$ cat src/rtl/chess_cursor_input.sv
// Chess board input front end: synchronises and debounces the keys and lock switch, moves the cursor, and offers moves over valid/ready.
// Optional auto-repeat of a held direction key is built when CURSOR_AUTOREPEAT_EN is defined.
module chess_cursor_input #(
    parameter int unsigned DEBOUNCE_CYCLES = 500000,
    parameter int unsigned CNT_WIDTH       = 20,
    parameter int unsigned REPEAT_DELAY    = 25000000,
    parameter int unsigned REPEAT_PERIOD   = 7500000
) (
    input  logic       clock,
    input  logic       reset_n,
    input  logic       KeyLeft,
    input  logic       KeyUp,
    input  logic       KeyDown,
    input  logic       KeyRight,
    input  logic       LockSwitch,
    output logic [2:0] cursorX,
    output logic [2:0] cursorY,
    output logic       selValid,
    output logic [5:0] selSquare,
    output logic       moveValid,
    output logic [5:0] moveFrom,
    output logic [5:0] moveTo,
    input  logic       moveReady
);

    localparam int unsigned NUM_IN = 5;
    localparam logic [CNT_WIDTH-1:0] DEB_LAST = CNT_WIDTH'(DEBOUNCE_CYCLES - 1);

    if (REPEAT_DELAY < 2 || REPEAT_PERIOD < 1 || DEBOUNCE_CYCLES < 2) begin : gBadParams
        $error("chess_cursor_input: DEBOUNCE_CYCLES/REPEAT_DELAY must be >= 2 and REPEAT_PERIOD >= 1");
    end

    typedef enum logic [1:0] {SEL_FROM, SEL_TO, OFFER} stateT;

    // Index 0 is the lock switch; 4:1 are {left, up, down, right}, all active-high internally
    logic [NUM_IN-1:0]    rawActive;
    logic [NUM_IN-1:0]    syncMeta;
    logic [NUM_IN-1:0]    syncOut;
    logic [NUM_IN-1:0]    stable;
    logic [NUM_IN-1:0]    stableDly;
    logic [NUM_IN-1:0]    pressPulse;
    logic [CNT_WIDTH-1:0] debCnt [NUM_IN];
    logic [3:0]           keyPulse;
    logic [3:0]           movePulse;
    logic                 lockPulse;
    logic [5:0]           cursorSquare;

    stateT      state, stateNext;
    logic       selValidNext, moveValidNext;
    logic [5:0] selSquareNext, moveFromNext, moveToNext;

    assign rawActive    = {~KeyLeft, ~KeyUp, ~KeyDown, ~KeyRight, LockSwitch};
    assign keyPulse     = pressPulse[4:1];
    assign lockPulse    = pressPulse[0];
    assign cursorSquare = {cursorY, cursorX};

    // Two-flop synchroniser, debounce counter and rising-edge pulse per input
    always_ff @(posedge clock) begin
        if (!reset_n) begin
            syncMeta   <= '0;
            syncOut    <= '0;
            stable     <= '0;
            stableDly  <= '0;
            pressPulse <= '0;
            for (int i = 0; i < NUM_IN; i++) debCnt[i] <= '0;
        end else begin
            syncMeta   <= rawActive;
            syncOut    <= syncMeta;
            stableDly  <= stable;
            pressPulse <= stable & ~stableDly;
            for (int i = 0; i < NUM_IN; i++) begin
                if (syncOut[i] == stable[i]) begin
                    debCnt[i] <= '0;
                end else if (debCnt[i] == DEB_LAST) begin
                    stable[i] <= ~stable[i];
                    debCnt[i] <= '0;
                end else begin
                    debCnt[i] <= debCnt[i] + CNT_WIDTH'(1);
                end
            end
        end
    end

`ifdef CURSOR_AUTOREPEAT_EN
    localparam int unsigned RPT_WIDTH = $clog2(REPEAT_DELAY + REPEAT_PERIOD + 1);

    logic [RPT_WIDTH-1:0] rptCnt;
    logic                 rptActive;
    logic [3:0]           rptPulse;
    logic                 dirOneHot;

    assign dirOneHot = $onehot(stable[4:1]);
    assign movePulse = keyPulse | rptPulse;

    // Repeat is armed only by a press that leaves exactly one key down; any other key state disarms it
    always_ff @(posedge clock) begin
        if (!reset_n) begin
            rptCnt    <= '0;
            rptActive <= 1'b0;
            rptPulse  <= '0;
        end else begin
            rptPulse <= '0;
            if ((|keyPulse) && dirOneHot) begin
                rptActive <= 1'b1;
                rptCnt    <= RPT_WIDTH'(REPEAT_DELAY - 2);
            end else if (!dirOneHot) begin
                rptActive <= 1'b0;
            end else if (rptActive) begin
                if (rptCnt == '0) begin
                    rptPulse <= stable[4:1];
                    rptCnt   <= RPT_WIDTH'(REPEAT_PERIOD - 1);
                end else begin
                    rptCnt <= rptCnt - RPT_WIDTH'(1);
                end
            end
        end
    end
`else
    assign movePulse = keyPulse;
`endif

    // Cursor wraps mod 8; opposing pulses in the same cycle cancel
    always_ff @(posedge clock) begin
        if (!reset_n) begin
            cursorX <= '0;
            cursorY <= '0;
        end else begin
            if (movePulse[3] && !movePulse[0])      cursorX <= cursorX - 3'd1;
            else if (movePulse[0] && !movePulse[3]) cursorX <= cursorX + 3'd1;
            if (movePulse[2] && !movePulse[1])      cursorY <= cursorY - 3'd1;
            else if (movePulse[1] && !movePulse[2]) cursorY <= cursorY + 3'd1;
        end
    end

    always_ff @(posedge clock) begin
        if (!reset_n) begin
            state     <= SEL_FROM;
            selValid  <= 1'b0;
            selSquare <= '0;
            moveValid <= 1'b0;
            moveFrom  <= '0;
            moveTo    <= '0;
        end else begin
            state     <= stateNext;
            selValid  <= selValidNext;
            selSquare <= selSquareNext;
            moveValid <= moveValidNext;
            moveFrom  <= moveFromNext;
            moveTo    <= moveToNext;
        end
    end

    always_comb begin
        stateNext = state;
        case (state)
            SEL_FROM: if (lockPulse) stateNext = SEL_TO;
            SEL_TO:   if (lockPulse) stateNext = (cursorSquare == selSquare) ? SEL_FROM : OFFER;
            OFFER:    if (moveValid && moveReady) stateNext = SEL_FROM;
            default:  stateNext = SEL_FROM;
        endcase
    end

    // Lock pulses in OFFER fall through untouched, so they are dropped
    always_comb begin
        selValidNext  = selValid;
        selSquareNext = selSquare;
        moveValidNext = moveValid;
        moveFromNext  = moveFrom;
        moveToNext    = moveTo;
        case (state)
            SEL_FROM: begin
                if (lockPulse) begin
                    selValidNext  = 1'b1;
                    selSquareNext = cursorSquare;
                end
            end
            SEL_TO: begin
                if (lockPulse) begin
                    if (cursorSquare == selSquare) begin
                        selValidNext = 1'b0;
                    end else begin
                        moveFromNext  = selSquare;
                        moveToNext    = cursorSquare;
                        moveValidNext = 1'b1;
                    end
                end
            end
            OFFER: begin
                if (moveValid && moveReady) begin
                    moveValidNext = 1'b0;
                    selValidNext  = 1'b0;
                end
            end
            default: ;
        endcase
    end

endmodule

$ cat config.mk
export PLATFORM = sky130hd
export DESIGN_NAME = chess_cursor_input
export DESIGN_NICKNAME = d
export VERILOG_FILES = /design/src/rtl/chess_cursor_input.sv
export SDC_FILE = /design/constraint.sdc
export NUM_CORES = 1
export LEC_CHECK = 0
export ABC_AREA = 1
export ABC_CLOCK_PERIOD_IN_PS = 2100
export CAP_MARGIN = 10
export CORE_MARGIN = 1.5
export CORE_UTILIZATION = 61
export DETAILED_ROUTE_END_ITERATION = 6
export GPL_ROUTABILITY_DRIVEN = 0
export PLACE_DENSITY = 0.8
export SYNTH_ARGS = -nofsm -noshare
export SYNTH_HDL_FRONTEND = slang
export SYNTH_SLANG_ARGS = --single-unit
$ cat constraint.sdc
create_clock -name clock -period 2.1 [get_ports clock]
set_input_delay 0.21 -clock clock [delete_from_list [all_inputs] [get_ports clock]]
set_output_delay 0.21 -clock clock [all_outputs]
set_load 0.01 [all_outputs]
Word-level counts from Yosys, hierarchy flattened:

Memory sizes are Yosys's and may differ from the RTL's.
Index checks and enable logic that the tools add are counted.

* output and inout port bits: 26
* register bits: 53
* RAM bits: 100
* logic and storage cells: 189
* memories kept: 1

* add/sub/neg operators: 9
* reductions and logical operators: 24
* equal/unequal tests: 18
* multiplexer cells: 88
* bitwise logic cells: 32

Memories
* debCnt: words 5, bits a word 20, rd ports 5, clocked after memory_dff 0, wr ports 5, RTL line 42 `logic [CNT_WIDTH-1:0] debCnt [NUM_IN];`

Operators with widths (count)
* $mux 20: 15
* $add 20x1->20 const B: 5
* $eq 20x19->1 const B: 5
* $mux 1: 62
* $not 1->1: 15
* $or 1x1->1: 15
* $mux 3: 4
* $reduce_and 2->1: 6
* $ne 2x2->1 const B: 5
* $mux 2: 4
* $add 3x1->3 const B: 2
* $eq 6x6->1: 1
* $pmux 2 s3: 1
* $reduce_and 3->1: 2
* $reduce_bool 2->1: 3
* $sub 3x1->3 const B: 2
* $and 5x5->5: 1
* $eq 1x1->1: 5
* $logic_and 1x1->1: 5
* $not 5->5: 1
* $reduce_and 5->1: 1
* $logic_not 1->1: 4
* $reduce_and 4->1: 1
* $pmux 1 s3: 1
* 5 further kinds: 5

Longest topological paths before layout:

* depth in word-level cells: 7
* depth in mapped cells: 11
* mapped depth without buffers: 11

Worst setup path before layout:

OpenSTA, ideal clock, no wires.

* path type: register to register
* start: mem debCnt[3][0]
* end: mem debCnt[3][16], data pin
* arrival time: 1.358 ns
* required time: 1.850 ns
* path buffers: 0
* period minus slack after synthesis: 1.608 ns
* library setup time: 0.250 ns
* setup slack: 0.492 ns
* cell stages (with the launch flop): 11
* cells stage by stage: edfxtp_1 > ha_1 > nand2_1 > inv_2 > nand2_1 > nor3_1 > nand3_1 > nand2_2 > inv_1 > nand3_1 > inv_1

RTL lines (RTL line)
* from (decl): 42

==> run metrics <==
Critical R2R Capture debCnt[3][15]; fmax 522 MHz; initial antenna violation count 0; Power Density 708 nW/um^2; P_sw 1.54 mW; Switching Share 22.4%; Comb pwr share 6.6%; clock share of power 43.4%; Max Slew Vio Count 0; Hold Startpoint KeyRight; Post-Syn Instances 995; first-pass GRT wire length 27100 um; period utilization 91.2%; Ports 34; layout cell share with drive strength beyond 1 7.30%; Site Rows 42; final WL 15800 um; dominant synthesized flop cell edfxtp_1; Worst VDD drop 0.509 mV; die area 14100 um^2; pin count of the biggest net entering global routing 21; critical path class reg -> reg; CTS tree done; final worst setup slack 0.186 ns; yosys warns 0; Worst setup EP type flop; Leak 4.06 nW; WHS Endpoint syncMeta[1]; Netlist cell types 36; R2R Path Start debCnt[3][0]; crit path time final 1.91 ns; worst min-delay path class in -> reg; CTS Root Cell clkbuf_16; Layout Nets 1159; register share of total power 50.0%; Initial DRT Pass Iterations 5; RSZ-0062 raised after global routing no; R2R Setup Slk 0.19 ns; initial DRC count 441; vias in the first global route 6302; Max Cap Viol 0; WHS Path Cells 2; Multi-input gate area 3800 um^2; H-tree depth 4; Clock Skew 0.00553 ns; Max FO, Critical Path 17; r2r worst-path depth 10; final setup vio count 0; asr flop ratio synth 0%; CTS Buffer Depth 2; final core occ 73.4%; Die Span Y 119 um; #FFs+latches synth 153; initial core utilization 62.1%; CTS Sinks 153; remaining global-route overflow 0; Detail Placement HPWL 11600 um; worst path required time 2.28 ns; DRC Markers 0; Routed WL per cell 11.9 um; Place WS 0.110 ns; via count 6747; critical path arrival 2.10 ns; sequential area share after synthesis 49.6%; ANT nets after route 0; I/O Buffers 33; post-CTS setup buffers 0; Vias/cell 5.08; fill count 1027; mean post-synth cell area 8.23 um^2; P_int 5.32 mW; Reg clk slew, reported paths 0.06 ns; Crit. Startpoint debCnt[3][0]; Netlist Area Pre-Place 8190 um^2; Worst Hold Slack 0.365 ns; CTS buffer count 17; Area Overhead vs Synth 18.3%; Post-synth EDFFs 100; register area 4060 um^2; Startpoint Class flop; Hold Violations, Final 0; core area 13200 um^2; Sum Neg Setup Slack 0 ns; Die X 119 um; Worst-Skew Late Latency 0.42 ns; status finished, final reports clean; GR Util All Layers 23.8%; n_diodes 0; CTS hold repair buffers 0
==> power by group through the flow <==
| stage | Clock [mW] | Sequential (mW) | Combinational (mW) |
|---|---|---|---|
| 2_1_floorplan | 0 | 3.46 | 0.330 |
| 3_3_place_gp | 0 | 3.49 | 0.434 |
| 3_5_place_dp | 0 | 3.49 | 0.441 |
| 4_1_cts | 3.04 | 3.43 | 0.445 |
| 5_1_grt | 3.17 | 3.44 | 0.515 |
| 6_report | 2.98 | 3.43 | 0.453 |
==> stage by stage <==
step	instances	cell area (um^2)	total power, mW
2_1_floorplan	1094	8560	3.79
3_3_place_gp	1295	9080	3.92
3_5_place_dp	1295	9080	3.93
4_1_cts	1327	9680	6.91
5_1_grt	1327	9690	7.13
6_report	1327	9690	6.86
==> synth_stat cells (8+ instances only) <==
library cell | instances | area, um^2
nand2_1 | 184 | 691
inv_1 | 153 | 574
nor2_1 | 123 | 462
edfxtp_1 | 100 | 3000
a21oi_1 | 68 | 340
nor3_1 | 58 | 290
dfxtp_1 | 53 | 1060
nand3_1 | 44 | 220
nand4_1 | 44 | 275
o21ai_0 | 36 | 180
xor2_1 | 26 | 228
ha_1 | 11 | 138
nand3_2 | 9 | 90.1
nand2_2 | 8 | 50.1
==> kinds of logic after synthesis <==
logic type	share of synthesized area, %
muxes	0.122
DFF	49.6
AOI/OAI and AO/OA	6.54
other	0.0458
buffers and inverters	8.56
xor gates and xnor gates	3.32
adders and majority gates	2.17
and+or+nand+nor	29.6
==> repair_timing <==
action	in CTS	in global routing
setup endpoints to repair	0	5
gates resized for setup	0	2
hold endpoints to repair	0	0
==> layer usage <==
metal  wire length [um]  part of all wire [%]  GRT usage [%]  vias up
met4                337                   2.1           10.2        0
met1               7040                    45           28.5     3090
met5                  0                     0              0        -
met3                601                   3.8           4.55       28
met2               7820                    49           41.8      145
li1                   -                     -              -     3484
==> cell usage in the layout (no fill, tap or decap), drive strengths merged, types with 2 or more instances in the layout <==
| master | count |
|---|---|
| nand2 | 193 |
| inv | 161 |
| nor2 | 135 |
| edfxtp | 100 |
| conb | 100 |
| a21oi | 68 |
| nor3 | 63 |
| dfxtp | 53 |
| nand3 | 53 |
| nand4 | 44 |
| o21ai | 36 |
| clkdlybuf4s50 | 33 |
| clkbuf | 27 |
| xor2 | 26 |
| ha | 11 |
| buf | 10 |
| nor3b | 7 |
| or2 | 7 |
| xnor2 | 5 |
| nand3b | 5 |
| nor4 | 4 |
| clkinv | 4 |
| a211oi | 2 |
| fa | 2 |
==> how the worst max path moves through the flow <==
stage                    endpoint  slack (ns)  cells after the start
floorplan           debCnt[3][16]        0.49                     10
global placement    debCnt[2][10]        0.18                      7
detailed placement  debCnt[3][16]        0.11                     10
CTS                 debCnt[3][15]         0.1                     10
global route        debCnt[3][16]       0.005                     10
finish              debCnt[3][15]        0.19                     10
==> registers in the layout (all words and copies together) (netlist names) <==
signal      count
moveFrom        6
cursorX         3
state           2
stable          5
stableDly       5
debCnt        100
selValid        1
syncMeta        5
cursorY         3
moveTo          6
moveValid       1
pressPulse      5
syncOut         5
selSquare       6
==> critical path, cell delays in order, from the launching register on <==
cell,delay (ns)
edfxtp_1,0.43
ha_1,0.19
nand2_1,0.09
inv_2,0.09
nand2_1,0.10
nor3_1,0.15
nand3_1,0.16
nand2_4,0.22
inv_1,0.11
nand3_1,0.09
inv_1,0.04
==> cell type report <==
type,instances,share of cell area (%)
sequential,153,42.0
multi-input combinational,763,39.3
inverter,160,6.20
clock buffer,27,5.85
timing repair buffer,43,4.18
tap,176,2.27
clock inverter,5,0.271
Note: power is estimated with default switching activity, not from simulation.
==> edit: new RTL, config.mk and constraints unchanged <==
`DEBOUNCE_CYCLES`: 500000 -> 250000.
--- a/src/rtl/chess_cursor_input.sv
+++ b/src/rtl/chess_cursor_input.sv
@@ -1,7 +1,7 @@
 // Chess board input front end: synchronises and debounces the keys and lock switch, moves the cursor, and offers moves over valid/ready.
 // Optional auto-repeat of a held direction key is built when CURSOR_AUTOREPEAT_EN is defined.
 module chess_cursor_input #(
-    parameter int unsigned DEBOUNCE_CYCLES = 500000,
+    parameter int unsigned DEBOUNCE_CYCLES = 250000,
     parameter int unsigned CNT_WIDTH       = 20,
     parameter int unsigned REPEAT_DELAY    = 25000000,
     parameter int unsigned REPEAT_PERIOD   = 7500000
Formal check against the unedited RTL: no difference found for any inputs over 10 cycles, from zero or initial values and one cycle with reset_n low; that may be too few to reach the edited logic, so the function may still have changed.
==> edit against the unedited design <==
Sequential cell count did not move. Power rose by 2.0%. Hold slack got worse by 0.051 ns. Setup slack improved by 0.033 ns. Via count barely moved. Global-route usage rose by 0.82 points. Area after synthesis fell by 1.0%. Final cell count fell by 0.23%. Routed wire length rose by 4.3%. Clock skew rose by 0.00068 ns. Sequential share of layout area fell by 0.081 points. Final area rose by 0.19%. Largest cell class unchanged. Highest routed layer unchanged.
==> edit: results (changes against the unedited design) <==
metric;value;unit;change
gr-usage-all-layers;0.246;;+0.00825
dr_wl_met3;591;µm;-1.7%
regMostFlops;debCnt;;
grt_pass1_wl;28000;µm;+3.2%
grt_pass1_vias;6323;;+0.33%
worst_ir_drop_vdd;0.000578;V;+14%
synthTopCellsByArea;edfxtp_1 (37%), dfxtp_1 (13%), nand2_1 (9.7%);;
use_met2;0.429;;+0.0105
clockBufferDepth;2;;unchanged
nFillCells;923;;-10%
grt_max_degree;21;;unchanged
power.switching;1.57;mW;+2.5%
status;completed;;
synthAdderAreaFrac;0.0219;;+0.000225
synth_compound_area_frac;0.0746;;+0.00917
firstDrtPassIters;5;;unchanged
clock_latency;0.42;ns;about the same
globalRouteMet1Util;0.306;;+0.0205
synth.mux.area_fraction;0.00124;;+0.0000126
cts_max_level;4;;unchanged
num-nets-final;1160;;+0.086%
hpwl;12000;µm;+3.1%
r2r_cells;9;;-1
endpoint_kind;flip-flop;;
synth_xor_area_frac;0.0313;;-0.00182
route.detailed.wl_per_inst;12.4;µm;+4.5%
netlist.area_leader.share;0.371;;+0.00379
hp-start;KeyRight;;
met1Wirelength;7390;µm;+5.0%
reg2reg_setup_slack;0.22;ns;+0.03 ns
ys_types;38;;+5.6%
hold_class;in2reg;;
clock_skew;0.00621;ns;+0.000681 ns
crit_fanout;10;;-7
ys_warn_count;0;;unchanged
synth_edf_count;100;;unchanged
r2r_start;debCnt[2][0];;
final_layout_size_suffix_gt1_frac;0.0668;;-0.00614
route.met2.wl;8220;µm;+5.1%
rr_endpoint;debCnt[2][6];;
cts_root_buf;clkbuf_16;;
drt_iter0_drc;579;;+31%
hold_end;syncMeta[1];;
grt_use_met3;0.0430;;-0.00254
clk_pin_slew_worst_paths;0.06;ns;about the same
worst_slew_pin_slew;0.517;ns;
p_leak;3.95;nW;-2.7%
antenna_cells;0;;unchanged
via_per_inst;5.10;;+0.24%
synth-seq-area-share;0.502;;+0.00514
synth_common_cells;nand2_1 (210), inv_1 (135), nor2_1 (128);;
antenna_found_initial;0;;unchanged
edit: changes by cell type after synthesis, moves of 4 or more:
cell / unedited run / this run
nand2_2: 8 / 4
nand4_1: 44 / 34
nand3b_1: 5 / 12
a21oi_1: 68 / 80
nor2_1: 123 / 128
inv_2: 7 / 3
nor3_1: 58 / 51
nand3_2: 9 / 1
nand2_1: 184 / 210
o21ai_0: 36 / 29
inv_1: 153 / 135
edit: through the flow:
step	cells	hold WS [ns]	instance area, µm²	worst slack, ns
2_1_floorplan	1089	0.282	8470	0.399
6_report	1324	0.314	9710	0.219
4_1_cts	1323	0.299	9690	0.120
5_1_grt	1324	0.327	9710	0.0179
3_5_place_dp	1291	0.375	9060	0.139
3_3_place_gp	1291	0.372	9060	0.208
edit: cell type report:
cell class                      count  area, µm²  share of cell area
Clock buffer                       23        543              0.0559
Clock inverter                      9       77.6             0.00799
Inverter                          138        518              0.0534
Tap cell                          172        215              0.0222
Sequential cell                   153       4060               0.419
Timing Repair Buffer               49        488              0.0503
Multi-Input combinational cell    780       3800               0.392
edit: power groups by stage:
stage / registers [mW] / clock network, mW / logic (mW)
3_5_place_dp: 3.49 / 0 / 0.430
5_1_grt: 3.44 / 3.29 / 0.512
4_1_cts: 3.43 / 3.17 / 0.435
3_3_place_gp: 3.48 / 0 / 0.423
6_report: 3.43 / 3.13 / 0.444
2_1_floorplan: 3.46 / 0 / 0.319
edit: repair_timing:
action                     CTS  global route
setup endpoints to repair    0            11
setup buffers                0             1
hold endpoints to repair     0             0
gates resized for setup      0             3
edit: critical path, stage by stage (launching register included):
cell and delay [ns]:
edfxtp_1 0.38, ha_1 0.22, nand2_1 0.10, nor2_2 0.17, nand2_1 0.11, nor2_1 0.12
nand4_1 0.17, nand2_1 0.13, buf_4 0.18, nor2_1 0.06
